<file path="src/rtl/present_core.sv">
// present_core: iterative PRESENT block cipher, one round per clock.
// 80- or 128-bit key chosen at elaboration; encrypt or decrypt per operation.
// Decryption first walks the key schedule forward to K_32, then runs the
// rounds backwards while stepping the key register back one round at a time.
//
// state | meaning
// ------+------------------------------------------------------------
// IDLE  | waiting for sta; out/rdy hold the last result
// ENC   | rounds 1..31, then final whitening into out
// KWALK | key register steps forward to K_32; data untouched
// DEC   | inverse rounds 31..1; last one writes out
module present_core #(
    parameter int KEY_BITS = 80
) (
    input  logic                ck,
    input  logic                rst,
    input  logic                sta,
    input  logic                dec,
    input  logic [0:63]         inp,
    input  logic [0:KEY_BITS-1] key,
    output logic                bsy,
    output logic                rdy,
    output logic [0:63]         out
);

    generate
        if (KEY_BITS != 80 && KEY_BITS != 128) begin : g_bad_key_bits
            $error("present_core: KEY_BITS must be 80 or 128");
        end
    endgenerate

    // number of top key nibbles passed through the S-box, and LSB of the counter field
    localparam int NIB = (KEY_BITS == 128) ? 2 : 1;
    localparam int RCL = (KEY_BITS == 128) ? 62 : 15;

    typedef enum logic [1:0] {IDLE, ENC, KWALK, DEC} state_t;

    state_t              st, st_n;
    logic [63:0]         sr, sr_n;
    logic [KEY_BITS-1:0] kr, kr_n;
    logic [4:0]          rc, rc_n;
    logic                fin, fin_n;
    logic [63:0]         out_n;
    logic                rdy_n, bsy_n;

    logic [63:0]         rk;
    logic [63:0]         estep;
    logic [63:0]         dstep;

    function automatic logic [3:0] sb(input logic [3:0] x);
        logic [3:0] y;
        case (x)
            4'h0: y = 4'hC;  4'h1: y = 4'h5;  4'h2: y = 4'h6;  4'h3: y = 4'hB;
            4'h4: y = 4'h9;  4'h5: y = 4'h0;  4'h6: y = 4'hA;  4'h7: y = 4'hD;
            4'h8: y = 4'h3;  4'h9: y = 4'hE;  4'hA: y = 4'hF;  4'hB: y = 4'h8;
            4'hC: y = 4'h4;  4'hD: y = 4'h7;  4'hE: y = 4'h1;  default: y = 4'h2;
        endcase
        return y;
    endfunction

    function automatic logic [3:0] sbi(input logic [3:0] x);
        logic [3:0] y;
        case (x)
            4'h0: y = 4'h5;  4'h1: y = 4'hE;  4'h2: y = 4'hF;  4'h3: y = 4'h8;
            4'h4: y = 4'hC;  4'h5: y = 4'h1;  4'h6: y = 4'h2;  4'h7: y = 4'hD;
            4'h8: y = 4'hB;  4'h9: y = 4'h4;  4'hA: y = 4'h6;  4'hB: y = 4'h3;
            4'hC: y = 4'h0;  4'hD: y = 4'h7;  4'hE: y = 4'h9;  default: y = 4'hA;
        endcase
        return y;
    endfunction

    function automatic logic [63:0] sl(input logic [63:0] s);
        logic [63:0] y;
        y = '0;
        for (int i = 0; i < 16; i++) y[4*i +: 4] = sb(s[4*i +: 4]);
        return y;
    endfunction

    function automatic logic [63:0] sli(input logic [63:0] s);
        logic [63:0] y;
        y = '0;
        for (int i = 0; i < 16; i++) y[4*i +: 4] = sbi(s[4*i +: 4]);
        return y;
    endfunction

    // bit i moves to 16*i mod 63; bit 63 stays put
    function automatic logic [63:0] pl(input logic [63:0] s);
        logic [63:0] y;
        y = '0;
        for (int i = 0; i < 63; i++) y[(16 * i) % 63] = s[i];
        y[63] = s[63];
        return y;
    endfunction

    function automatic logic [63:0] pli(input logic [63:0] s);
        logic [63:0] y;
        y = '0;
        for (int i = 0; i < 63; i++) y[i] = s[(16 * i) % 63];
        y[63] = s[63];
        return y;
    endfunction

    function automatic logic [KEY_BITS-1:0] kup(input logic [KEY_BITS-1:0] k, input logic [4:0] r);
        logic [KEY_BITS-1:0] t;
        t = {k[KEY_BITS-62:0], k[KEY_BITS-1:KEY_BITS-61]};
        t[KEY_BITS-1 -: 4] = sb(t[KEY_BITS-1 -: 4]);
        if (NIB == 2) t[KEY_BITS-5 -: 4] = sb(t[KEY_BITS-5 -: 4]);
        t[RCL +: 5] = t[RCL +: 5] ^ r;
        return t;
    endfunction

    function automatic logic [KEY_BITS-1:0] kinv(input logic [KEY_BITS-1:0] k, input logic [4:0] r);
        logic [KEY_BITS-1:0] t;
        t = k;
        t[RCL +: 5] = t[RCL +: 5] ^ r;
        t[KEY_BITS-1 -: 4] = sbi(t[KEY_BITS-1 -: 4]);
        if (NIB == 2) t[KEY_BITS-5 -: 4] = sbi(t[KEY_BITS-5 -: 4]);
        return {t[60:0], t[KEY_BITS-1:61]};
    endfunction

    assign rk    = kr[KEY_BITS-1 -: 64];
    assign estep = pl(sl(sr ^ rk));
    assign dstep = sli(pli(sr)) ^ rk;

    // state register
    always_ff @(posedge ck or posedge rst) begin
        if (rst) st <= IDLE;
        else     st <= st_n;
    end

    // next-state decode; fin marks the extra edge after round 31
    always_comb begin
        st_n = st;
        case (st)
            IDLE:    if (sta) st_n = dec ? KWALK : ENC;
            ENC:     if (fin) st_n = IDLE;
            KWALK:   if (fin) st_n = DEC;
            DEC:     if (rc == 5'd1) st_n = IDLE;
            default: st_n = IDLE;
        endcase
    end

    // datapath and output next values for the current state
    always_comb begin
        sr_n  = sr;
        kr_n  = kr;
        rc_n  = rc;
        fin_n = fin;
        out_n = out;
        rdy_n = rdy;
        bsy_n = bsy;
        case (st)
            IDLE: begin
                if (sta) begin
                    sr_n  = inp;
                    kr_n  = key;
                    rc_n  = 5'd1;
                    fin_n = 1'b0;
                    rdy_n = 1'b0;
                    bsy_n = 1'b1;
                end
            end
            ENC: begin
                if (!fin) begin
                    sr_n = estep;
                    kr_n = kup(kr, rc);
                    if (rc == 5'd31) fin_n = 1'b1;
                    else             rc_n  = rc + 5'd1;
                end else begin
                    out_n = sr ^ rk;
                    rdy_n = 1'b1;
                    bsy_n = 1'b0;
                    fin_n = 1'b0;
                end
            end
            KWALK: begin
                if (!fin) begin
                    kr_n = kup(kr, rc);
                    if (rc == 5'd31) fin_n = 1'b1;
                    else             rc_n  = rc + 5'd1;
                end else begin
                    sr_n  = sr ^ rk;
                    kr_n  = kinv(kr, 5'd31);
                    rc_n  = 5'd31;
                    fin_n = 1'b0;
                end
            end
            DEC: begin
                if (rc == 5'd1) begin
                    out_n = dstep;
                    rdy_n = 1'b1;
                    bsy_n = 1'b0;
                end else begin
                    sr_n = dstep;
                    kr_n = kinv(kr, rc - 5'd1);
                    rc_n = rc - 5'd1;
                end
            end
            default: ;
        endcase
    end

    // datapath and output registers
    always_ff @(posedge ck or posedge rst) begin
        if (rst) begin
            sr  <= '0;
            kr  <= '0;
            rc  <= '0;
            fin <= 1'b0;
            out <= '0;
            rdy <= 1'b0;
            bsy <= 1'b0;
        end else begin
            sr  <= sr_n;
            kr  <= kr_n;
            rc  <= rc_n;
            fin <= fin_n;
            out <= out_n;
            rdy <= rdy_n;
            bsy <= bsy_n;
        end
    end

endmodule
</file>
<file path="config.mk">
export PLATFORM = sky130hd
export DESIGN_NAME = present_core
export DESIGN_NICKNAME = d
export VERILOG_FILES = /design/src/rtl/present_core.sv
export SDC_FILE = /design/constraint.sdc
export NUM_CORES = 1
export LEC_CHECK = 0
export CELL_PAD_IN_SITES_DETAIL_PLACEMENT = 1
export CELL_PAD_IN_SITES_GLOBAL_PLACEMENT = 2
export CORE_MARGIN = 5
export CORE_UTILIZATION = 36
export DETAILED_ROUTE_END_ITERATION = 8
export PLACE_DENSITY = 0.79
export SLEW_MARGIN = 20
export SYNTH_ARGS = -nofsm -noshare
export SYNTH_HDL_FRONTEND = slang
export SYNTH_SLANG_ARGS = --single-unit
</file>
<file path="constraint.sdc">
create_clock -name ck -period 9.1 [get_ports ck]
set_input_delay 1.82 -clock ck [delete_from_list [all_inputs] [get_ports ck]]
set_output_delay 1.82 -clock ck [all_outputs]
set_load 0.1 [all_outputs]
</file>
==> flow_summary.ini <==
[global_routing]
grt_antenna_before_repair = 3
globalRouteOverflowTotal = 0
grt_pass1_vias = 18800
grt_pass1_wl_um = 121000
grt.total_usage_pct = 26.5
grt_max_degree = 94

[outcome]
status = finished clean

[setup_path]
path_class = in -> reg
critPathArrivalTime_ps = 4890
cp.required_ps = 9550
cp-start-kind = input port
cp_top_family = buffers and inverters
critPathCaptureType = register
cpPeakStageDelay_ps = 750
crit_buf_inv = 2
slowest_stage = buf_4
crit_chain = clkdlybuf4s50_1 > nor2b_1 > a2111oi_4 > buf_4 > nand2_2 > a2111oi_0 > a21oi_1
crit_fanout = 85

[timing]
period_needed_ps = 4440
timing.fmax_ghz = 0.225
final.setup.tns_ps = 0
hold_viol = 0
setup-violations-final = 0
relSlewSlack_pct = 24.4
finClkSkew_ps = 35.5
timing.final.crit_share_pct = 48.8
worst_slew_pin_slew_ps = 1130
rsz0062_at_grt = false
maxSlewViolCount = 0

[drt]
routed_wl_um = 80800
drt-vias-per-instance = 5.95
num_vias = 17900
drc = 0
firstDrtPassIters = 7
drt_iter0_markers = 1360
ant_nets = 0
wl_per_cell_um = 26.8

[final_layout]
drive_gt1_share_pct = 8.95
nets = 2642
area_growth_syn_to_layout_pct = 17.8
antenna_cells = 0

[clock_network]
post_cts_buffers = 0
cts-root-buf = clkbuf_16
cts-hold-fix-buffers = 0
cts.sinks = 218
clockBufferDepth = 3
cts-buffers-inserted = 29
clk-insertion-delay-late_ps = 620
cts_tree = yes
path_clk_slew_ps = 60
cts.htree.levels = 1
cts_resized = 0

[floorplan]
core_area_sq_um = 53700
die-area_sq_um = 58900
rows = 85
initial_utilization_pct = 36.3
die_x_um = 243
dieHeight_um = 243
pin_count = 214

[yosys]
yosysWarnings = 0
synth_ff_type = dfrtp_1
yosys_register_bits = 218
async_reset_ff_share_pct = 100
yosysMostFrequentCell = nand2_1
yosysSeqAreaShare_pct = 28.0
synth_area_sq_um = 19500
mappedNetlistNets = 2552
ys_top_cells_by_count = 272 x nand2_1, 218 x dfrtp_1, 203 x ha_1, 174 x nor2_1, 140 x inv_1
synthDistinctLibCells = 70
avgSynthCellArea_sq_um = 8.86
syn_inst = 2201
ys_top_cells_by_area = dfrtp_1 28%, ha_1 13%, mux4_2 7.3%
synth-edff-count = 0
synth.top_cell.area_share_pct = 28.0
synth_top_cell_by_area = dfrtp_1

[worst_hold_path]
hold_path_class = reg -> reg

[placed_design]
dpl.hpwl_um = 59700
gp_routability_congestion = 0.895
place.port_buffers = 213

[flow_run]
cap_violations = 0
==> area by class of cell <==
class / count / area (sq um)
timing repair buffer: 245 / 2370
clock inverter: 14 / 135
fill: 6148 / 30800
multi-input combinational: 1655 / 12700
tap: 696 / 871
sequential: 218 / 5460
inverter: 142 / 543
clock buffer: 39 / 843
==> cells in the final DEF, fill, tap and decap left out, types with 9 or more instances in the layout <==
cell / count
o21ai_0: 126
nand3b_1: 13
a21boi_0: 12
ha_1: 199
o22ai_1: 13
o31ai_1: 82
mux2i_1: 41
buf_4: 32
a22oi_1: 37
a211oi_1: 24
dfrtp_1: 218
mux4_2: 63
nor2_1: 174
nor3_1: 18
or3_1: 11
a31oi_1: 59
inv_1: 139
xnor2_1: 44
mux2_2: 33
clkdlybuf4s50_1: 213
a21oi_1: 84
nor2b_1: 9
nand2b_1: 24
o211ai_1: 9
or2_2: 9
xor2_1: 101
a221oi_1: 111
clkbuf_16: 29
nand2_1: 270
==> state kept, by name, summed over array words and instances, names as in the netlist <==
name / count
bsy: 1
fin: 1
kr: 80
out: 64
rc: 5
rdy: 1
sr: 64
st: 2
==> through the flow <==
step,instances,setup WS [ps],area [sq um],hold slack [ps],util [%]
5_1_grt,3009,4490,23000,508,42.7
3_5_place_dp,2956,4160,22000,472,40.9
6_report,3009,4660,23000,479,42.7
4_1_cts,3009,4750,23000,488,42.7
3_3_place_gp,2956,4150,22000,463,40.9
2_1_floorplan,2201,1320,19500,471,-
==> worst register-to-register path, stage by stage (launching register included) <==
cell and delay, ps:
dfrtp_1 450, ha_4 610, buf_4 780, inv_2 490, a21boi_4 250, buf_4 750
o21ai_0 640, nand2_1 180
==> routing by layer <==
metal	vias up	wire (um)	GRT usage [%]
li1	8036	-	-
met1	9183	35000	35.6
met2	558	38200	44.3
met3	120	4410	3.31
met4	0	3050	8.96
met5	-	0	0
==> kinds of logic after synthesis <==
| group | count (synthesis) | synth area share, % |
|---|---|---|
| flops | 218 | 28.0 |
| buf+inv | 328 | 7.02 |
| xor+xnor | 148 | 6.77 |
| fa+ha+maj | 203 | 13.0 |
| simple gates | 550 | 12.0 |
| compound gates | 616 | 21.7 |
| mux | 138 | 11.4 |
==> path summary, 6_finish.rpt <==
| check | end | start | depth (start not counted) | slack (ps) |
|---|---|---|---|---|
| max | sr[44] | sta | 7 | 4660 |
| max reg2reg | out[59] | st[0] | 7 | 4880 |
| max in group asynchronous | kr[67] | rst | 3 | 5870 |
| min | out[7] | out[7] | 2 | 480 |
| min reg2reg | out[7] | out[7] | 2 | 480 |
| min in group asynchronous | out[16] | rst | 2 | 1760 |
Power is not shown: default switching activity piles up to over one toggle a cycle in this logic, so the estimate is an artifact.
